### config.mk
export PLATFORM = sky130hd
export DESIGN_NAME = stopwatch_ctrl
export DESIGN_NICKNAME = d
export VERILOG_FILES = /design/src/rtl/stopwatch_ctrl.sv
export SDC_FILE = /design/constraint.sdc
export NUM_CORES = 1
export LEC_CHECK = 0
export ABC_CLOCK_PERIOD_IN_PS = 2500
export BUFFER_PORTS_ARGS = -buffer_cell sky130_fd_sc_hd__clkbuf_2
export CORE_MARGIN = 4
export CORE_UTILIZATION = 45
export DETAILED_ROUTE_END_ITERATION = 10
export PLACE_DENSITY_LB_ADDON = 0.3
export SYNTH_ARGS = -nofsm -noshare
export SYNTH_HDL_FRONTEND = slang
export SYNTH_SLANG_ARGS = --single-unit
### constraint.sdc
create_clock -name clk -period 2.5 [get_ports clk]
set_input_delay 0.125 -clock clk [delete_from_list [all_inputs] [get_ports clk]]
set_output_delay 0.125 -clock clk [all_outputs]
set_load 0.05 [all_outputs]
### src/rtl/stopwatch_ctrl.sv
// ---------------------------------------------------------------------------
// stopwatch_ctrl
// Push-button stopwatch core. Debounced run/clear buttons drive a
// STOP/RUN/CLEAR state machine. A prescaler derives a TICK_HZ clock-enable
// from clk, and a 0..9999 wrapping counter advances on each tick.
//
// Optional feature: define STOPWATCH_LAP_EN to add a lap button. A lap press
// in RUN freezes the displayed value while the count keeps running. A second
// lap press in RUN releases the freeze.
//
// Ports:
//   clk        in   system clock, all logic on posedge
//   rst        in   synchronous active-high reset
//   btn_run    in   raw run/stop push-button (high = pressed)
//   btn_clear  in   raw clear push-button (high = pressed)
//   btn_lap    in   raw lap push-button (STOPWATCH_LAP_EN only)
//   cnt        out  elapsed count, 0..9999
//   disp_cnt   out  value for the display controller
//   running    out  high while in RUN
//   tick       out  one-cycle enable pulse at TICK_HZ while running
// ---------------------------------------------------------------------------
module stopwatch_ctrl #(
  parameter int unsigned CLK_HZ          = 100_000_000,
  parameter int unsigned TICK_HZ         = 10,
  parameter int unsigned DEBOUNCE_CYCLES = 1_000_000
) (
  input  logic        clk,
  input  logic        rst,
  input  logic        btn_run,
  input  logic        btn_clear,
`ifdef STOPWATCH_LAP_EN
  input  logic        btn_lap,
`endif
  output logic [13:0] cnt,
  output logic [13:0] disp_cnt,
  output logic        running,
  output logic        tick
);

  localparam int unsigned DIV     = CLK_HZ / TICK_HZ;
  localparam int unsigned PS_W    = (DIV > 1) ? $clog2(DIV) : 1;
  localparam int unsigned DB_W    = $clog2(DEBOUNCE_CYCLES + 1);
  localparam int unsigned CNT_W   = 14;
  localparam int unsigned CNT_MAX = 9999;
  localparam int unsigned B_RUN   = 0;
  localparam int unsigned B_CLEAR = 1;
`ifdef STOPWATCH_LAP_EN
  localparam int unsigned B_LAP   = 2;
  localparam int unsigned NB      = 3;
`else
  localparam int unsigned NB      = 2;
`endif

  typedef enum logic [1:0] {
    S_STOP  = 2'd0,
    S_RUN   = 2'd1,
    S_CLEAR = 2'd2
  } state_t;

  logic [NB-1:0]   btn_raw;
  logic [NB-1:0]   sync1;
  logic [NB-1:0]   sync2;
  logic [NB-1:0]   db_lvl;
  logic [NB-1:0]   db_prev;
  logic [NB-1:0]   press;
  logic [DB_W-1:0] db_cnt [NB];

  state_t          state;
  state_t          state_nxt;
  logic [PS_W-1:0] presc;
  logic [PS_W-1:0] presc_nxt;
  logic [CNT_W-1:0] cnt_nxt;
  logic [CNT_W-1:0] disp_nxt;
  logic             tick_nxt;
  logic             running_nxt;

`ifdef STOPWATCH_LAP_EN
  logic             lap_hold;
  logic             lap_hold_nxt;
  logic [CNT_W-1:0] lap_val;
  logic [CNT_W-1:0] lap_val_nxt;

  assign btn_raw = {btn_lap, btn_clear, btn_run};
`else
  assign btn_raw = {btn_clear, btn_run};
`endif

  // Synchronize, debounce and edge-detect every button. The press pulse is
  // registered, so a level held from cycle 0 yields its pulse in cycle
  // DEBOUNCE_CYCLES+3.
  always_ff @(posedge clk) begin
    if (rst) begin
      sync1   <= '0;
      sync2   <= '0;
      db_lvl  <= '0;
      db_prev <= '0;
      press   <= '0;
      for (int i = 0; i < int'(NB); i++) begin
        db_cnt[i] <= '0;
      end
    end else begin
      sync1   <= btn_raw;
      sync2   <= sync1;
      db_prev <= db_lvl;
      press   <= db_lvl & ~db_prev;
      for (int i = 0; i < int'(NB); i++) begin
        if (sync2[i] != db_lvl[i]) begin
          if (db_cnt[i] == DB_W'(DEBOUNCE_CYCLES - 1)) begin
            db_lvl[i] <= sync2[i];
            db_cnt[i] <= '0;
          end else begin
            db_cnt[i] <= db_cnt[i] + DB_W'(1);
          end
        end else begin
          // any agreeing cycle restarts the stability window
          db_cnt[i] <= '0;
        end
      end
    end
  end

  // State, prescaler, counter and output registers.
  always_ff @(posedge clk) begin
    if (rst) begin
      state    <= S_STOP;
      presc    <= '0;
      cnt      <= '0;
      disp_cnt <= '0;
      tick     <= 1'b0;
      running  <= 1'b0;
`ifdef STOPWATCH_LAP_EN
      lap_hold <= 1'b0;
      lap_val  <= '0;
`endif
    end else begin
      state    <= state_nxt;
      presc    <= presc_nxt;
      cnt      <= cnt_nxt;
      disp_cnt <= disp_nxt;
      tick     <= tick_nxt;
      running  <= running_nxt;
`ifdef STOPWATCH_LAP_EN
      lap_hold <= lap_hold_nxt;
      lap_val  <= lap_val_nxt;
`endif
    end
  end

  // Next-state and next-output logic.
  always_comb begin
    state_nxt = state;
    presc_nxt = presc;
    cnt_nxt   = cnt;
`ifdef STOPWATCH_LAP_EN
    lap_hold_nxt = lap_hold;
    lap_val_nxt  = lap_val;
`endif

    unique case (state)
      S_STOP: begin
        // clear wins over a coincident run press
        if (press[B_CLEAR]) begin
          state_nxt = S_CLEAR;
        end else if (press[B_RUN]) begin
          state_nxt = S_RUN;
        end
      end
      S_RUN: begin
        if (press[B_CLEAR]) begin
          state_nxt = S_CLEAR;
        end else if (press[B_RUN]) begin
          state_nxt = S_STOP;
        end
      end
      S_CLEAR: begin
        state_nxt = S_STOP;
      end
      default: begin
        state_nxt = S_STOP;
      end
    endcase

    // Prescaler only moves in RUN; its value is kept across STOP so a
    // resume finishes the interrupted period.
    if (state == S_CLEAR) begin
      presc_nxt = '0;
      cnt_nxt   = '0;
    end else if (state == S_RUN) begin
      presc_nxt = (presc == PS_W'(DIV - 1)) ? '0 : presc + PS_W'(1);
    end

    // tick is only ever high in a RUN cycle, so it never collides with CLEAR
    if (tick) begin
      cnt_nxt = (cnt == CNT_W'(CNT_MAX)) ? '0 : cnt + CNT_W'(1);
    end

`ifdef STOPWATCH_LAP_EN
    if (state == S_CLEAR) begin
      lap_hold_nxt = 1'b0;
    end else if ((state == S_RUN) && press[B_LAP]) begin
      lap_hold_nxt = ~lap_hold;
      lap_val_nxt  = cnt;
    end
    disp_nxt = lap_hold_nxt ? lap_val_nxt : cnt_nxt;
`else
    disp_nxt = cnt_nxt;
`endif

    running_nxt = (state_nxt == S_RUN);
    tick_nxt    = (state_nxt == S_RUN) && (presc_nxt == PS_W'(DIV - 1));
  end

endmodule
=== Word-level counts from Yosys, hierarchy flattened ===
Memory sizes are Yosys's and may differ from the RTL's.
Cells that the tools add are included.

* Flip-flop bits (word level): 52
* Bits in writable memories: 40
* Bits of input ports: 4
* Output and inout port bits: 30
* Memories kept: 1

* Add/sub/neg operators: 4
* Equal/unequal tests: 10
* Muxes and demuxes: 41
* Bitwise gates (word level): 8
* Reduce and logical (&&, ||, !) cells: 5

{| class="wikitable"
|+ Memory list
! memory !! depth !! bits a word !! read ports !! clocked after Yosys merged registers in !! wr ports !! RTL line !! RTL
|-
| db_cnt || 2 || 20 || 2 || 0 || 2 || 66 || <nowiki>logic [DB_W-1:0] db_cnt [NB];</nowiki>
|}

{| class="wikitable"
|+ Operator list
! operator !! count
|-
| 20-bit two-way mux || 6
|-
| 24-bit two-way mux || 3
|-
| 24-bit == test, second input constant || 2
|-
| 14-bit two-way mux || 3
|-
| 20-bit by 1-bit adder with 20-bit output, second input constant || 2
|-
| 20-bit == test, second input constant || 2
|-
| 24-bit by 1-bit adder with 24-bit output, second input constant || 1
|-
| 1-bit two-way mux || 24
|-
| 14-bit by 1-bit adder with 14-bit output, second input constant || 1
|-
| 14-bit == test, second input constant || 1
|-
| 2-bit two-way mux || 4
|-
| 1-bit bitwise OR || 6
|-
| 2-bit by 1-bit == test with 1-bit output, second input constant || 2
|-
| 2-bit case mux with 2 select lines || 1
|-
| 2-bit AND reduction || 2
|-
| 2-bit AND || 1
|-
| 2-bit == test, second input constant || 1
|-
| 2-bit zero test || 1
|-
| 1-bit != test || 2
|-
| 2-bit inverter || 1
|-
| 2-bit nonzero test || 1
|-
| 1-bit logical AND || 1
|}

=== Logic depth before layout (Yosys ltp) ===
Gate-level depths: netlist of the first run.

* Depth in word-level cells: 8
* Depth in mapped cells: 8
* Gate-level depth less buffers: 7

=== Worst setup path after synthesis of the first run ===
OpenSTA, ideal clock, no wires.

* Path type: register to register
* Start: reg disp_cnt[13] (netlist name)
* End: reg disp_cnt[1]
* Setup time: 128 ps
* Data arrival time: 2245 ps
* Data required time: 2372 ps
* Setup slack: 127 ps
* Stages on the path, launching flop included: 8
* Period minus slack after synthesis: 2373 ps
* Cells stage by stage: dfxtp_1 -> or4b_2 -> o41ai_1 -> buf_2 -> buf_2 -> inv_1 -> a22oi_1 -> nor2_1

{| class="wikitable"
|+ RTL lines
! item !! RTL line !! RTL
|-
| end signal: assignment || 139 || <nowiki>disp_cnt <= disp_nxt;</nowiki>
|-
| end: declaration || 35 || <nowiki>output logic [13:0] disp_cnt,</nowiki>
|}

=== Worst setup path after layout of the first run ===
* Start: reg presc[1]
* End: reg tick

* Cells in the longest elaborated chain, start to end: 6

{| class="wikitable"
|+ RTL lines
! item !! RTL line !! RTL
|-
| start: declaration || 70 || <nowiki>logic [PS_W-1:0] presc;</nowiki>
|-
| start signal: assignment || 137 || <nowiki>presc <= presc_nxt;</nowiki>
|-
| 24-bit by 1-bit adder with 24-bit output or 24-bit == test (tied branches) || 189 || <nowiki>presc_nxt = (presc == PS_W'(DIV - 1)) ? '0 : presc + PS_W'(1);</nowiki>
|-
| 24-bit two-way mux || 189 ||
|-
| 24-bit two-way mux (*) || 188 || <nowiki>end else if (state == S_RUN) begin</nowiki>
|-
| 24-bit two-way mux (*) || 185 || <nowiki>if (state == S_CLEAR) begin</nowiki>
|-
| 24-bit == test (*) || 210 || <nowiki>tick_nxt = (state_nxt == S_RUN) && (presc_nxt == PS_W'(DIV - 1));</nowiki>
|-
| 1-bit logical AND (*) || 210 ||
|-
| end signal: assignment || 140 || <nowiki>tick <= tick_nxt;</nowiki>
|-
| end: declaration || 37 || <nowiki>output logic tick</nowiki>
|}

Mark *: on every way between the ends. The rest lies on a longest branch, timed or not.
A chain may end at the register's enable or synchronous reset.

==> results of run 1 <==
==> worst max-delay path: cells and delay by family, from the launching register on <==
family | cells | cell delay (ps)
compound gates | 2 | 490
simple gates | 4 | 1150
fa+ha+maj | 1 | 250
flops | 1 | 390
==> sequential cells by signal, indices dropped and copies added (netlist names) <==
signal    count
state         2
sync1         2
tick          1
disp_cnt     14
db_prev       2
db_lvl        2
sync2         2
press         2
db_cnt       40
running       1
presc        24
==> metal layers <==
metal	share of wire [%]	GRT usage [%]	vias to the layer above
li1	-	-	1888
met1	48	20.44	1747
met2	47	24.19	66
met3	3.5	3.439	10
met4	1.4	5.583	0
met5	0	0	-
==> cell type report <==
cell class	count	area [um^2]	share of cell area [%]
multi-input cells	421	2450	46.04
flip-flops and latches	92	2243	42.16
repair buffers	45	272.8	5.126
well taps	136	170.2	3.198
clock buffers	10	127.6	2.398
clock inverters	6	31.28	0.5878
inverters	7	26.28	0.4938
==> where the power goes <==
part           total [mW]  switching (mW)  internal, mW
logic              0.0791          0.0460        0.0332
registers            1.62          0.0279          1.60
clock network       0.860           0.510         0.350
==> cells in the final DEF (no fill, tap or decap), types with 4 or more instances in the layout <==
master and n:
dfxtp_1 51, o21ai_0 14, inv_1 7, nand3_1 30
edfxtp_1 40, or3_1 7, ha_1 4, a21oi_1 18
xnor2_1 20, and3_1 18, buf_4 9, mux2i_1 4
nor3_1 15, clkbuf_2 33, clkbuf_8 9, nor2_1 87
xor2_1 36, nor4_1 10, nand2_1 37, a31oi_1 8
nand4_1 12, nor2b_1 14, conb_1 40
==> stage by stage <==
step / total power, mW / util [%] / hold slack, ps
final: 2.563 / 51.55 / 115.9
after global routing: 2.672 / 51.55 / 137.0
after CTS: 2.594 / 51.52 / 104.3
after detailed placement: 1.735 / 49.79 / 363.1
after global placement: 1.732 / 49.79 / 358.6
after floorplan: 1.710 / - / 213.4
==> final timing paths <==
path | cells past startpoint | endpoint | slack, ps | from
worst max-delay path | 7 | tick | 130 | presc[1]
worst min-delay path | 2 | db_lvl[1] | 120 | rst
worst max register to register | 7 | tick | 130 | presc[1]
worst min register to register | 1 | press[0] | 390 | db_prev[0]
==> cells by family (layout without fill, tap and decap cells) <==
logic type,count (synthesis),count (layout),share of synthesized area [%]
AND/OR/NAND/NOR,263,263,28.66
flip-flops,92,92,47.21
XOR/XNOR,56,56,10.33
AO/OA/AOI/OAI,54,54,7.350
buffers and inverters,40,68,4.479
adder cells (fa/ha/maj),4,4,1.054
multiplexers,4,4,0.8430
other,1,40,0.07895
==> what timing repair did <==
| action | 4_1_cts | 5_1_grt |
|---|---|---|
| resized for setup | 0 | 2 |
| endpoints found under the setup margin | 0 | 1 |
| hold buffers | 2 | 0 |
| endpoints found under the hold margin | 2 | 0 |
==> impl_summary.txt, run 1 <==
----------------------------------------------------
[Power and ir drop]
  Power density over the cells ... between 400 and 500 nW/um^2
  Maximum vdd drop ... about 0.31 mV
  Leak Pwr ... between 1.5 and 2 nW

[Detailed routing]
  Count of vias placed by the detailed router ... 3,711
  DR iter-0 viols ... around 160
  Pre-antenna DRT Iters ... 4
  Number of design rule violations left after detail routing ... 0
  Routed WL per cell ... 12.81 um
  Residual antenna-violating net count after detailed routing ... 0
  Vias/cell ... just over 5
  Overall routed net length ... 9.186 mm

[Finish]
  Final instance area ... about 5300 um^2
  Layout cell share with drive strength beyond 1 ... 12.22%
  Area growth from synthesis to layout ... 12.04%
  FILL cells ... 958
  Number of cells in the finished layout apart from fillers ... approximately 700
  Number of diodes added for antenna fixing ... 0
  Total number of nets in the final design ... around 580

[Floorplan]
  Die Wd ... ~110 um
  Overall die height ... roughly 110 um
  Initial Util ... 46.01%
  Placement Rows ... 37
  I/O pin cnt ... 34
  Die Area ... 12,260 um^2
  Core outline area ... 10,320 um^2

[Timing]
  Total of endpoints with negative setup slack in the final report ... 0
  Max-slew violation total from the final report ... 0
  Worst Clk Skew ... 4.377 ps
  Achievable Freq ... 421.2 MHz
  Final critical-path share of the clock period ... ~95%
  Setup TNS after final layout ... 0 ps
  Hold Violations, Final ... 0
  Unrepaired setup endpoints after global routing ... false
  Post-route setup slack ... 125.7 ps
  Transition time at the pin with the least slew margin ... roughly 860 ps
  Relative slew margins ... 42.17%
  Tmin final ... about 2400 ps

[Global route]
  Vias in the first global route ... about 3,500
  Wire length of the first global-routing pass ... around 16 mm
  Pin count of the biggest net entering global routing ... 21
  Total congestion overflow after global routing ... 0
  Antenna violations before repair ... 0
  GR Util All Layers ... 15.25%

[Critical path]
  Data arrival time of the critical path ... between 2000 and 3000 ps
  Worst EP required ... 2770 ps
  Worst setup path class ... reg2reg
  CP Capture Type ... flop
  Highest fanout seen on the critical path ... 7
  Worst path cell trace ... ha_1, and4b_2, nand3_4, or3_4, a2111oi_4, o2111ai_1, nor4_1
  Startpoint type of the worst setup path ... flop
  Largest stage delay on the critical path ... 430 ps
  Critical-path cell with the highest stage delay ... or3_4

[Yosys]
  Area of the mapped netlist ... roughly 4700 um^2
  Area share of the largest cell type after synthesis ... about a quarter
  Number of library cell types mapped by synthesis ... 51
  Most common cell in the netlist ... nor2_1
  Part of the Yosys area used for sequential elements ... about 47%
  Synth cell count leaders ... 87 x nor2_1, 52 x dfxtp_1, 40 x edfxtp_1
  Avg Inst Size Synth ... 9.240 um^2
  Number of synthesized register bits ... 92
  Yosys warning total ... 0
  Ranking of synthesized cells by area ... edfxtp_1 25%, dfxtp_1 22%, nor2_1 6.9%, xor2_1 6.6%, xnor2_1 3.7%
  Ys flop type ... dfxtp_1
  Ys async rst share ... 0%
  Post-synthesis cell count ... between 500 and 600
  Number of synthesized flops with an enable pin ... 40
  Cell type with the highest aggregate area in the netlist ... edfxtp_1

[Placed design]
  Setup Slack @ Placement ... 79.64 ps
  Number of cells after detailed placement ... approximately 700
  RePlAce Congestion ... 0.8830
  Number of port buffers ... 33
  DPL Wire Length ... around 6.6 mm
  Area of placed instances ... 5140 um^2

[Clock network]
  Worst-case clock buffer depth ... 2
  Post-CTS setup-driven buffer insertion count ... 0
  Clk root buf ... clkbuf_8
  Clk Latency, worst-skew pair ... 350 ps
  TritonCTS clock tree ... built
  Total CTS buffers ... 9
  CTS HTree Levels ... 3
  CTS clock-pin slew for the worst setup and hold paths ... roughly 80 ps
  CTS sink cnt ... 92

[Run]
  Max cap viols ... 0

[Worst hold path]
  Worst hold path class ... in2reg

[Status]
  Result of the run ... complete, no violations

----------------------------------------------------
No activity file was read; power rests on OpenSTA's default activity.
==> inputs of run 2 (changes only) <==
--- a/config.mk
+++ b/config.mk
@@ -8,7 +8,7 @@
 export ABC_CLOCK_PERIOD_IN_PS = 2500
 export BUFFER_PORTS_ARGS = -buffer_cell sky130_fd_sc_hd__clkbuf_2
 export CORE_MARGIN = 4
-export CORE_UTILIZATION = 45
+export CORE_UTILIZATION = 50
 export DETAILED_ROUTE_END_ITERATION = 10
 export PLACE_DENSITY_LB_ADDON = 0.3
 export SYNTH_ARGS = -nofsm -noshare
==> run 2 against run 1 <==
- routed wire length is 0.41% higher
- maximum frequency shrank 0.55%
- flip-flop and latch count did not move
- global-route usage is 2.2 points higher
- non-clock buffer count increased by 1
- clock-buffer cell count increased by 2
- cell area up 0.42%
- utilization increased by 6.3 points
- final cell count fell by 0.84%
- critical path depth unchanged
- die area down 9.3%
- critical path type unchanged
- largest power group unchanged
- highest routed layer unchanged
==> impl_summary.txt, run 2 (synthesis results as in run 1) <==
----------------------------------------------------
[Status]
  Result of the run ... complete, no violations

[Timing]
  Final critical-path share of the clock period ... 95.50% (+0.53 points)
  Total of endpoints with negative setup slack in the final report ... 0 (unchanged)
  Worst Clk Skew ... 11.01 ps (+6.635 ps)
  Achievable Freq ... 418.8 MHz (-0.55%)
  Transition time at the pin with the least slew margin ... 773.1 ps (-91.14 ps)
  Unrepaired setup endpoints after global routing ... false
  Max-slew violation total from the final report ... 0 (unchanged)
  Setup TNS after final layout ... 0 ps (unchanged)
  Tmin final ... 2388 ps (+13.21 ps)
  Hold Violations, Final ... 0 (unchanged)
  Relative slew margins ... 48.27% (+6.1 points)

[Clock network]
  Clk root buf ... clkbuf_8
  Total CTS buffers ... 9 (unchanged)
  TritonCTS clock tree ... built
  CTS sink cnt ... 92 (unchanged)
  Post-CTS setup-driven buffer insertion count ... 0 (unchanged)
  CTS clock-pin slew for the worst setup and hold paths ... 80 ps (about the same)
  Clk Latency, worst-skew pair ... 360 ps (about the same)
  CTS HTree Levels ... 3 (unchanged)
  Worst-case clock buffer depth ... 2 (unchanged)

[Detailed routing]
  Detailed-routing wirelength on met1 ... 4.294 mm (-3.5%)
  Routed WL per cell ... 12.97 um (+1.3%)
  Pre-antenna DRT Iters ... 4 (unchanged)
  Number of design rule violations left after detail routing ... 0 (unchanged)
  DR top layer ... met4
  Vias/cell ... 5.250 (+1.4%)
  Count of vias placed by the detailed router ... 3,733 (+0.59%)
  DR iter-0 viols ... 168 (+4.3%)
  Overall routed net length ... 9.224 mm (+0.41%)
  Total met3 wirelength after detailed routing ... 320 um (unchanged)
  Residual antenna-violating net count after detailed routing ... 0 (unchanged)
  Met2 Routed Length ... 4.453 mm (+3.8%)

[Floorplan]
  I/O pin cnt ... 34 (unchanged)
  Initial Util ... 51.40% (+5.4 points)
  Placement Rows ... 35 (-5.4%)
  Die Wd ... 105.5 um (-4.8%)
  Core outline area ... 9240 um^2 (-10%)
  Die Area ... 11,120 um^2 (-9.3%)
  Overall die height ... 105.5 um (-4.8%)

[Finish]
  Number of diodes added for antenna fixing ... 0 (unchanged)
  Layout cell share with drive strength beyond 1 ... 13.06% (+0.84 points)
  Number of cells in the finished layout apart from fillers ... 711 (-0.84%)
  Flip-flop count of the largest register, all copies and words added ... 40 (unchanged)
  Largest regs ... db_cnt (40), presc (24), disp_cnt (14)
  Core Util, Final ... 57.83% (+6.3 points)
  Top library cells by usage in the layout, fill and taps aside ... 87 x nor2_1, 50 x dfxtp_1, 40 x edfxtp_1, 40 x conb_1, 37 x nand2_1
  Most common library cell in the layout ignoring fill and taps ... nor2_1
  Register ranked first by flip-flop count ... db_cnt
  Total number of nets in the final design ... 585 (+0.17%)
  Area growth from synthesis to layout ... 12.51%

[Placed design]
  RePlAce Congestion ... 0.9128 (+3.4%)
  DPL Wire Length ... 6.669 mm (+1.6%)
  Number of cells after detailed placement ... 693 (-0.86%)
  Number of port buffers ... 33 (unchanged)

[Critical path]
  CP Capture Type ... flop
  Data arrival time of the critical path ... 2650 ps (about the same)
  Highest fanout seen on the critical path ... 5 (-2)
  Largest stage delay on the critical path ... 420 ps (about the same)
  Worst setup path class ... reg2reg
  Startpoint type of the worst setup path ... flop
  Worst path top cell family by delay ... simple AND/OR/NAND/NOR gates
  Critical-path cell with the highest stage delay ... or3_4
  Worst EP required ... 2760 ps (about the same)
  Worst path bufs/invs ... 0 (unchanged)
  Worst path cell trace ... ha_1, and4b_2, nand3_4, or3_4, a2111oi_4, o2111ai_1, nor4_1

[Power and ir drop]
  Leak Pwr ... 1.959 nW (+1.4%)
  Internal power of the cells ... 2.123 mW (+7.2%)
  Clock network fraction of design power ... 37.1% (+3.5 points)
  Switching power ... 585.4 uW (+0.27%)
  Power density over the cells ... 506.8 nW/um^2 (+5.2%)
  Sequential share of power ... 60.0% (-3.4 points)
  Maximum vdd drop ... 0.4091 mV (+33%)
  Sw frac ... 21.62% (-1.2 points)
  Pwr Total ... 2.708 mW (+5.7%)
  Logic gate share of total power ... 2.9% (-0.2 points)

[Global route]
  Antenna violations before repair ... 0 (unchanged)
  Vias in the first global route ... 3,580 (+3.7%)
  GR Util All Layers ... 17.48% (+2.2 points)
  Total congestion overflow after global routing ... 0 (unchanged)
  Wire length of the first global-routing pass ... 16.26 mm (+2.8%)
  Pin count of the biggest net entering global routing ... 30 (+43%)

[Run]
  Max cap viols ... 0 (unchanged)

[Worst hold path]
  Worst hold path class ... in2reg

----------------------------------------------------
run 2: what timing repair did:
action,in CTS,in global routing
endpoints found under the hold margin,2,0
hold buffers,2,0
setup endpoints to repair,0,1
gates resized for setup,0,3
run 2: metrics by stage:
step	instance area [um^2]	hold WS (ps)	setup slack, ps
final	5344	31.68	112.5
after global routing	5344	27.55	16.00
after CTS	5340	17.83	37.83
after detailed placement	5126	349.0	24.63
after global placement	5126	343.9	181.4
after floorplan	4896	213.4	127.4
run 2: power by group through the flow:
stage / clock network, mW / logic (mW) / registers [mW]
3_5_place_dp: 0 / 0.0752 / 1.66
3_3_place_gp: 0 / 0.0731 / 1.66
6_report: 1.00 / 0.0794 / 1.62
4_1_cts: 1.03 / 0.0783 / 1.62
2_1_floorplan: 0 / 0.0591 / 1.65
5_1_grt: 1.09 / 0.0932 / 1.63
run 2: cell type report:
class / count / area, um^2
Fill cell: 841 / 3896
Multi-Input combinational cell: 421 / 2450
Sequential cell: 92 / 2245
Timing Repair Buffer: 46 / 267.8
Tap cell: 129 / 161.4
Clock buffer: 12 / 146.4
Clock inverter: 4 / 47.55
Inverter: 7 / 26.28
run 2: layer usage:
| metal | vias to the layer above | GRT usage (%) |
|---|---|---|
| met5 | - | 0 |
| met4 | 0 | 6.654 |
| met3 | 14 | 2.388 |
| met2 | 81 | 29.05 |
| met1 | 1745 | 23.15 |
| li1 | 1893 | - |
run 2: worst register-to-register path, delay by kind of cell, from the launching register on:
family	cells	cell delay [ps]
AOI/OAI and AO/OA	2	520
adders and majority gates	1	250
DFF	1	400
and+or+nand+nor	4	1130
run 2: worst paths after layout:
| check | startpoint | endpoint | slack (ps) | depth (start not counted) |
|---|---|---|---|---|
| max | presc[1] | tick | 110 | 7 |
| min | btn_clear | sync1[1] | 30 | 2 |
| max reg2reg | presc[1] | tick | 110 | 7 |
| min reg2reg | db_prev[1] | press[1] | 400 | 1 |
==> inputs of run 3 (changes only) <==
--- a/config.mk
+++ b/config.mk
@@ -10,7 +10,7 @@
 export CORE_MARGIN = 4
 export CORE_UTILIZATION = 50
 export DETAILED_ROUTE_END_ITERATION = 10
-export PLACE_DENSITY_LB_ADDON = 0.3
+export PLACE_DENSITY = 0.68
 export SYNTH_ARGS = -nofsm -noshare
 export SYNTH_HDL_FRONTEND = slang
 export SYNTH_SLANG_ARGS = --single-unit
==> run 3 against run 2 <==
- first-iteration DRC count down 27%
- maximum frequency about the same
- critical path depth unchanged
==> impl_summary.txt, run 3 (synthesis results as in run 1) <==
----------------------------------------------------
[Placed design]
  Number of cells after detailed placement ... 693 (unchanged)
  Area of placed instances ... 5126 um^2 (unchanged)
  DPL Wire Length ... 6.325 mm (-5.2%)
  RePlAce Congestion ... 0.9150 (+0.24%)
  Number of port buffers ... 33 (unchanged)

[Timing]
  Unrepaired setup endpoints after global routing ... false
  Final critical-path share of the clock period ... 95.47% (about the same)
  Tmin final ... 2387 ps (-0.8300 ps)
  Relative slew margins ... 48.72% (+0.44 points)
  Hold Violations, Final ... 0 (unchanged)
  Total of endpoints with negative setup slack in the final report ... 0 (unchanged)
  Achievable Freq ... 419.0 MHz (about the same)
  Worst Clk Skew ... 7.841 ps (-3.171 ps)
  Setup TNS after final layout ... 0 ps (unchanged)
  Transition time at the pin with the least slew margin ... 766.4 ps (-6.639 ps)
  Max-slew violation total from the final report ... 0 (unchanged)

[Clock network]
  TritonCTS clock tree ... built
  Total CTS buffers ... 9 (unchanged)
  CTS sink cnt ... 92 (unchanged)
  CTS HTree Levels ... 3 (unchanged)
  Post-CTS setup-driven buffer insertion count ... 0 (unchanged)
  Clk Latency, worst-skew pair ... 350 ps (about the same)
  Clk root buf ... clkbuf_8
  Worst-case clock buffer depth ... 2 (unchanged)
  CTS clock-pin slew for the worst setup and hold paths ... 90 ps (about the same)

[Detailed routing]
  Overall routed net length ... 8.877 mm (-3.8%)
  Vias/cell ... 5.206 (-0.84%)
  Pre-antenna DRT Iters ... 4 (unchanged)
  DR iter-0 viols ... 123 (-27%)
  Routed WL per cell ... 12.47 um (-3.9%)
  Number of design rule violations left after detail routing ... 0 (unchanged)
  Residual antenna-violating net count after detailed routing ... 0 (unchanged)
  Count of vias placed by the detailed router ... 3,707 (-0.70%)

[Critical path]
  Worst EP required ... 2770 ps (about the same)
  Data arrival time of the critical path ... 2650 ps (about the same)
  CP Capture Type ... flop
  Worst setup path class ... reg2reg
  Critical-path cell with the highest stage delay ... dfxtp_1
  Startpoint type of the worst setup path ... flop
  Worst path cell trace ... ha_1, and4b_2, nand3_4, or3_4, a2111oi_4, o2111ai_1, nor4_1
  Highest fanout seen on the critical path ... 6 (+1)
  Largest stage delay on the critical path ... 440 ps (+20 ps)

[Finish]
  Total number of nets in the final design ... 586 (+0.17%)
  FILL cells ... 821 (-2.4%)
  Most common library cell in the layout ignoring fill and taps ... nor2_1
  Layout cell share with drive strength beyond 1 ... 13.04% (-0.022 points)
  Flip-flop count of the largest register, all copies and words added ... 40 (unchanged)
  Register ranked first by flip-flop count ... db_cnt
  Core Util, Final ... 58.27% (+0.43 points)
  Area growth from synthesis to layout ... 13.36%
  Top library cells by usage in the layout, fill and taps aside ... 87 x nor2_1, 51 x dfxtp_1, 40 x edfxtp_1, 40 x conb_1, 37 x nand2_1
  Number of diodes added for antenna fixing ... 0 (unchanged)
  Largest regs ... db_cnt (40), presc (24), disp_cnt (14)
  Number of cells in the finished layout apart from fillers ... 712 (+0.14%)
  Final instance area ... 5384 um^2 (+0.75%)

[Global route]
  Vias in the first global route ... 3,410 (-4.7%)
  Total congestion overflow after global routing ... 0 (unchanged)
  Wire length of the first global-routing pass ... 15.29 mm (-5.9%)
  GR Util All Layers ... 16.53% (-0.96 points)
  Antenna violations before repair ... 0 (unchanged)
  Pin count of the biggest net entering global routing ... 30 (unchanged)

[Floorplan]
  Overall die height ... 105.5 um (unchanged)
  Die Area ... 11,120 um^2 (unchanged)
  Core outline area ... 9240 um^2 (unchanged)
  Initial Util ... 51.40% (unchanged)
  I/O pin cnt ... 34 (unchanged)
  Placement Rows ... 35 (unchanged)
  Die Wd ... 105.5 um (unchanged)

[Status]
  Result of the run ... complete, no violations

[Run]
  Max cap viols ... 0 (unchanged)

[Power and ir drop]
  Leak Pwr ... 1.965 nW (+0.29%)
  Maximum vdd drop ... 0.2706 mV (-34%)
  Power density over the cells ... 521.1 nW/um^2 (+2.8%)

[Worst hold path]
  Worst hold path class ... reg2reg

----------------------------------------------------
[run 3: worst paths after layout]
check | startpoint | end | slack (ps) | cells after the start
worst min register to register | db_prev[1] | press[1] | 400 | 1
worst max register to register | presc[0] | tick | 110 | 7
worst max-delay path | presc[0] | tick | 110 | 7
worst min-delay path | db_prev[1] | press[1] | 400 | 1
[run 3: final cells by class]
cell class	count	area, um^2	share of cell area [%]
inverters	7	26.28	0.4880
well taps	129	161.4	2.998
flip-flops and latches	92	2243	41.67
clock inverters	7	101.3	1.882
multi-input cells	421	2450	45.50
clock buffers	9	123.9	2.301
repair buffers	47	277.8	5.159
[run 3: per-stage QoR]
| stage | worst slack (ps) | power (mW) | hold WS, ps |
|---|---|---|---|
| after floorplan | 127.4 | 1.710 | 213.4 |
| after global placement | 187.5 | 1.730 | 356.3 |
| after detailed placement | 132.8 | 1.732 | 352.4 |
| after CTS | 108.0 | 2.838 | 399.5 |
| after global routing | 28.18 | 2.918 | 419.6 |
| final | 113.3 | 2.805 | 396.7 |
[run 3: repair_timing]
item	in CTS	in global routing
hold buffers	3	0
setup endpoints to repair	0	1
hold endpoints to repair	3	0
resized for setup	0	2
[run 3: critical path: cells and delay by family, from the launching register on]
family | cells | cell delay, ps
DFF | 1 | 440
adders and majority gates | 1 | 250
and+or+nand+nor | 4 | 1110
AOI/OAI and AO/OA | 2 | 500
[run 3: where the power goes]
| group | leakage (nW) | switching, mW | total (mW) | internal, mW |
|---|---|---|---|---|
| logic | 1.03 | 0.0462 | 0.0784 | 0.0321 |
| registers | 0.833 | 0.0279 | 1.62 | 1.60 |
| clock network | 0.106 | 0.535 | 1.10 | 0.568 |
[run 3: layer usage]
metal	part of all wire [%]	GRT usage (%)	vias up
li1	-	-	1897
met1	49	22.75	1710
met2	45	25.68	85
met3	4.7	2.694	15
met4	1.9	7.216	0
met5	0	0	-
